**src/rtl/divider_multicycle_pkg.sv**
```systemverilog
// Shared definitions for the multicycle restoring divider.
package divider_multicycle_pkg;

    typedef enum logic [2:0] {
        IDLE = 3'd0,
        PREP = 3'd1,
        ITER = 3'd2,
        FIX  = 3'd3,
        DONE = 3'd4
    } div_state_e;

endpackage

```
**src/rtl/divider_multicycle_div_step.sv**
```systemverilog
// One combinational restoring-division step: shift in a dividend bit, subtract if it fits.
module div_step #(
    parameter int WIDTH = 32
) (
    input  logic [WIDTH:0]   rem_in,
    input  logic [WIDTH-1:0] divisor,
    input  logic             num_bit,
    output logic [WIDTH:0]   rem_out,
    output logic             q_bit
);

    logic [WIDTH+1:0] shifted;

    assign shifted = {rem_in, num_bit};
    assign q_bit   = (shifted >= {2'b00, divisor});
    // The restored or reduced remainder always fits back into WIDTH+1 bits.
    assign rem_out = (WIDTH+1)'(q_bit ? (shifted - {2'b00, divisor}) : shifted);

endmodule

```
**src/rtl/divider_multicycle.sv**
```systemverilog
// Iterative restoring divider with signed/unsigned mode, RISC-V special cases and a
// pass-through tag; BITS_PER_CYCLE chained steps resolve quotient bits each cycle.
module divider_multicycle
    import divider_multicycle_pkg::*;
#(
    parameter int DIV_SIZE       = 32,
    parameter int BITS_PER_CYCLE = 1,
    parameter int TAG_WIDTH      = 5
) (
    input  logic                 clock,
    input  logic                 reset,
    input  logic                 start,
    input  logic                 signed_i,
    input  logic [DIV_SIZE-1:0]  numerator,
    input  logic [DIV_SIZE-1:0]  denominator,
    input  logic [TAG_WIDTH-1:0] tag_i,
    output logic                 ready_o,
    output logic [DIV_SIZE-1:0]  quotient,
    output logic [DIV_SIZE-1:0]  remainder,
    output logic [TAG_WIDTH-1:0] tag_o,
    output logic                 div_by_zero,
    output logic                 overflow,
    output logic                 valid,
    input  logic                 ready_i
);

    localparam int N     = DIV_SIZE / BITS_PER_CYCLE;
    localparam int CNT_W = (N > 1) ? $clog2(N) : 1;
    localparam logic [DIV_SIZE-1:0] ALL_ONES   = '1;
    localparam logic [DIV_SIZE-1:0] SIGNED_MIN = {1'b1, {(DIV_SIZE-1){1'b0}}};

    div_state_e state, next_state;

    logic [DIV_SIZE-1:0]       num_reg;
    logic [DIV_SIZE-1:0]       den_reg;
    logic [DIV_SIZE:0]         rem_reg;
    logic                      signed_reg;
    logic                      q_neg;
    logic                      r_neg;
    logic [CNT_W-1:0]          count;
    logic [TAG_WIDTH-1:0]      tag_reg;

    logic                      den_zero;
    logic                      ovf_case;
    logic                      num_neg;
    logic                      den_neg;
    logic [DIV_SIZE:0]         rem_chain [0:BITS_PER_CYCLE];
    logic [BITS_PER_CYCLE-1:0] q_bits;
    logic [DIV_SIZE-1:0]       num_next;

    assign den_zero = (den_reg == '0);
    assign ovf_case = signed_reg && (num_reg == SIGNED_MIN) && (den_reg == ALL_ONES);
    assign num_neg  = signed_reg & num_reg[DIV_SIZE-1];
    assign den_neg  = signed_reg & den_reg[DIV_SIZE-1];

    // num_reg doubles as the quotient: dividend bits shift out the top while
    // resolved quotient bits shift in at the bottom.
    assign rem_chain[0] = rem_reg;
    for (genvar i = 0; i < BITS_PER_CYCLE; i++) begin : g_step
        div_step #(.WIDTH(DIV_SIZE)) u_step (
            .rem_in  (rem_chain[i]),
            .divisor (den_reg),
            .num_bit (num_reg[DIV_SIZE-1-i]),
            .rem_out (rem_chain[i+1]),
            .q_bit   (q_bits[BITS_PER_CYCLE-1-i])
        );
    end
    assign num_next = (num_reg << BITS_PER_CYCLE) | DIV_SIZE'(q_bits);

    assign ready_o = (state == IDLE);
    assign valid   = (state == DONE);

    always_ff @(posedge clock) begin
        if (reset) state <= IDLE;
        else       state <= next_state;
    end

    always_comb begin
        next_state = state;
        case (state)
            IDLE: if (start) next_state = PREP;
            PREP: next_state = (den_zero || ovf_case) ? DONE : ITER;
            ITER: if (count == '0) next_state = FIX;
            FIX:  next_state = DONE;
            DONE: if (ready_i) next_state = IDLE;
            default: next_state = IDLE;
        endcase
    end

    // Special cases resolve straight from PREP; regular results are sign-fixed in FIX.
    always_ff @(posedge clock) begin
        if (reset) begin
            num_reg     <= '0;
            den_reg     <= '0;
            rem_reg     <= '0;
            signed_reg  <= 1'b0;
            q_neg       <= 1'b0;
            r_neg       <= 1'b0;
            count       <= '0;
            tag_reg     <= '0;
            quotient    <= '0;
            remainder   <= '0;
            tag_o       <= '0;
            div_by_zero <= 1'b0;
            overflow    <= 1'b0;
        end else begin
            case (state)
                IDLE: begin
                    if (start) begin
                        num_reg     <= numerator;
                        den_reg     <= denominator;
                        signed_reg  <= signed_i;
                        tag_reg     <= tag_i;
                        div_by_zero <= 1'b0;
                        overflow    <= 1'b0;
                    end
                end
                PREP: begin
                    if (den_zero) begin
                        quotient    <= ALL_ONES;
                        remainder   <= num_reg;
                        div_by_zero <= 1'b1;
                        tag_o       <= tag_reg;
                    end else if (ovf_case) begin
                        quotient    <= SIGNED_MIN;
                        remainder   <= '0;
                        overflow    <= 1'b1;
                        tag_o       <= tag_reg;
                    end else begin
                        num_reg <= num_neg ? -num_reg : num_reg;
                        den_reg <= den_neg ? -den_reg : den_reg;
                        q_neg   <= num_neg ^ den_neg;
                        r_neg   <= num_neg;
                        rem_reg <= '0;
                        count   <= CNT_W'(N - 1);
                    end
                end
                ITER: begin
                    num_reg <= num_next;
                    rem_reg <= rem_chain[BITS_PER_CYCLE];
                    count   <= count - CNT_W'(1);
                end
                FIX: begin
                    quotient  <= q_neg ? -num_reg : num_reg;
                    remainder <= r_neg ? -rem_reg[DIV_SIZE-1:0] : rem_reg[DIV_SIZE-1:0];
                    tag_o     <= tag_reg;
                end
                default: ;
            endcase
        end
    end

endmodule

```
**config.mk**
```make
export PLATFORM = sky130hd
export DESIGN_NAME = divider_multicycle
export DESIGN_NICKNAME = d
export VERILOG_FILES = /design/src/rtl/divider_multicycle_pkg.sv /design/src/rtl/divider_multicycle_div_step.sv /design/src/rtl/divider_multicycle.sv
export SDC_FILE = /design/constraint.sdc
export NUM_CORES = 1
export LEC_CHECK = 0
export ABC_AREA = 1
export CORE_MARGIN = 5
export CORE_UTILIZATION = 40
export CTS_CLUSTER_DIAMETER = 30
export DETAILED_ROUTE_END_ITERATION = 16
export PLACE_DENSITY = 0.7
export RECOVER_POWER = 50
export SYNTH_ARGS = -nofsm -noshare
export SYNTH_HDL_FRONTEND = slang
export SYNTH_SLANG_ARGS = --single-unit
```
**constraint.sdc**
```tcl
create_clock -name clock -period 2.1 [get_ports clock]
set_input_delay 0.42 -clock clock [delete_from_list [all_inputs] [get_ports clock]]
set_output_delay 0.42 -clock clock [all_outputs]
set_load 0.01 [all_outputs]
```
==> flow_metrics.py <==
metrics = {
    "clocking": {
        "cts_root_buf": "clkbuf_16",
        "clock_latency_ns": 0.46,
        "numClockSinks": 184,
        "cts_buffer_depth": 2,
        "cts_hold_buf": 0,
        "clk_pin_slew_ns": 0.08,
        "h-tree-depth": 4,
        "cts_buffers": 17,
        "cts_tree": "done",
    },
    "grt": {
        "grt_pass1_wl_um": 101000,
        "antenna_found_initial": 1,
        "grt_pass1_vias": 18390,
        "grt_max_degree": 103,
        "track_usage_pct": 31.3,
        "overflow": 0,
    },
    "synthesis": {
        "synthMostInstantiatedCell": "nand2_1",
        "synth_top_area_share_pct": 25.4,
        "synth_edf_count": 0,
        "yosysTopAreaCell": "dfxtp_1",
        "synth-seq-cells": 184,
        "syn_inst": 2523,
        "synthArstFlopShare_pct": 0,
        "synthFlopType": "dfxtp_1",
        "synth_nets": 2636,
        "yosysSeqAreaShare_pct": 25.4,
        "ys_warn_count": 0,
        "synth.area.top_cells": "dfxtp_1 (25%), nand2_1 (19%), nand3_1 (11%)",
        "syn_avg_cell_area_sq_um": 5.74,
        "ys_types": 50,
        "synth_commonest_cells": "nand2_1 (743), nor2_1 (330), nand3_1 (314)",
        "netlist_area_sq_um": 14500,
    },
    "critical_path": {
        "arrival_ns": 2.69,
        "path_class": "register to register",
        "startpoint_type": "register",
        "cpMaxStageDelayCell": "fa_2",
        "cp_cell_sequence": "buf_6 -> ha_4 -> inv_4 -> fa_2 -> nand3_2 -> nand3_2 -> nand2_2 -> nand2_2 -> nand2_4 -> nand2_4 -> buf_12 -> clkbuf_16 -> nand2_2 -> nand3_2 -> a21oi_2",
        "path_delay_family": "simple AND/OR/NAND/NOR gates",
        "cp.required_ns": 2.48,
        "end_kind": "register",
        "critPathBufInv": 4,
        "critical_path.max_stage_delay_ns": 0.41,
        "worst-path-max-fanout": 5,
    },
    "sta": {
        "fin_ws_ns": -0.209,
        "max_slew_margin_pct": 54.4,
        "timing.final.crit_share_pct": 110,
        "worst-slew-pin-transition_ns": 0.684,
        "setup_viol": 170,
        "min_period_ns": 2.31,
        "hold_ws_ns": 0.475,
        "maxSlewViolCount": 0,
        "setup_tns_ns": -16.65,
        "fin_skew_ns": 0.0125,
        "hold_viol_final": 0,
        "fmax_mhz": 433,
        "rsz0062_at_grt": "true",
    },
    "floorplanning": {
        "initial_core_util_pct": 40.6,
        "die-area_sq_um": 40100,
        "die_h_um": 200,
        "die_w_um": 200,
        "ioPinCount": 147,
        "core_sq_um": 35700,
        "fp-row-count": 69,
    },
    "run_status": {
        "violations": "setup timing",
        "status": "finished with violations",
    },
    "drt": {
        "firstDrtPassIters": 8,
        "drtIter0Drc": 2147,
        "wl_per_cell_um": 19.6,
        "viasPerCell": 5.55,
        "antenna_left": 0,
        "via_count": 19312,
        "drcViolationCount": 0,
        "wirelength_um": 68000,
    },
    "power": {
        "p_leak_nw": 10.7,
        "peakVddDrop_uv": 775,
        "p_per_area_nw_per_um2": 1020,
        "finalPower_mw": 23.3,
    },
    "placement": {
        "gp_congestion": 1.01,
        "dpl_cell_area_sq_um": 18800,
        "dpl.hpwl_um": 47700,
        "placed_cells": 3357,
        "pre_cts_slack_ns": -0.306,
        "port_buffers": 146,
    },
    "final_layout": {
        "num_antenna_cells": 0,
        "final_cells": 3477,
        "areaGrowthSynthToFinish_pct": 57.1,
        "largest_reg_flops": 33,
        "stdcell_area_sq_um": 22700,
        "fin_util_pct": 63.8,
        "drive_gt1_share_pct": 30.7,
        "nets": 3116,
    },
    "job": {
        "maxCapViolCount": 0,
    },
    "hold_path": {
        "hold_path_class": "primary input to register",
    },
}
## kinds of logic (layout without fill, tap and decap cells)
kind of cell | after synthesis | count (layout) | synth area share [%]
and+or+nand+nor | 1494 | 1494 | 43.9
xor gates and xnor gates | 51 | 51 | 3.08
DFF | 184 | 184 | 25.4
adders and majority gates | 39 | 39 | 3.42
buffers and inverters | 422 | 915 | 11.7
AOI/OAI and AO/OA | 333 | 333 | 12.5
## final timing paths
kind	from	slack, ns	end	cells after the start
min reg2reg	remainder[29]	0.48	remainder[29]	2
max	den_reg[0]	-0.21	rem_reg[18]	15
min	reset	0.48	tag_reg[3]	3
max reg2reg	den_reg[0]	-0.21	rem_reg[18]	15
## placed cells by master, fill, tap and decap left out, drive strengths merged, types with 5 or more instances in the layout
master         count
nor3              33
nand3            320
ha                38
o211ai            17
xor2              37
inv              320
o21bai             9
clkbuf            25
dlygate4sd3       34
nand3b             5
and2               8
xnor2             14
nand4             31
buf              414
o31ai              7
dfxtp            184
clkdlybuf4s50    109
nor2             341
clkinv             7
a21oi            172
nand2            746
o21ai            114
o221ai             7
## where the power goes
group          leakage, nW  internal, mW  switching, mW
registers             1.51          4.04          0.454
logic                 8.93          6.38           8.96
clock network        0.284          1.69           1.73
total                 10.7          12.1           11.1
## repair_timing
action                                  4_1_cts  5_1_grt
cloned                                       21        6
endpoints found under the setup margin      177      175
setup buffers                                53       21
pin swaps                                    91      118
gates resized for setup                     292      310
## area by class of cell
| type | instances | area (sq um) |
|---|---|---|
| Fill cell | 3156 | 12900 |
| Tap cell | 461 | 577 |
| Clock inverter | 15 | 163 |
| Clock buffer | 17 | 425 |
| Inverter | 316 | 1220 |
| Multi-Input combinational cell | 1917 | 11000 |
| Timing Repair Buffer | 567 | 5630 |
| Sequential cell | 184 | 3710 |
## metal layers
metal | GRT usage (%) | part of all wire (%) | vias up
li1 | - | - | 9060
met1 | 40.9 | 41 | 8922
met2 | 49.8 | 44 | 1076
met3 | 6.90 | 10 | 252
met4 | 14.2 | 5.2 | 2
met5 | 0 | 0.021 | -
## worst min-delay path, delay by kind of cell
family / cells / cell delay (ns)
buf+inv: 2 / 0.31
compound gates: 1 / 0.15
Note: power is estimated with default switching activity, not from simulation.
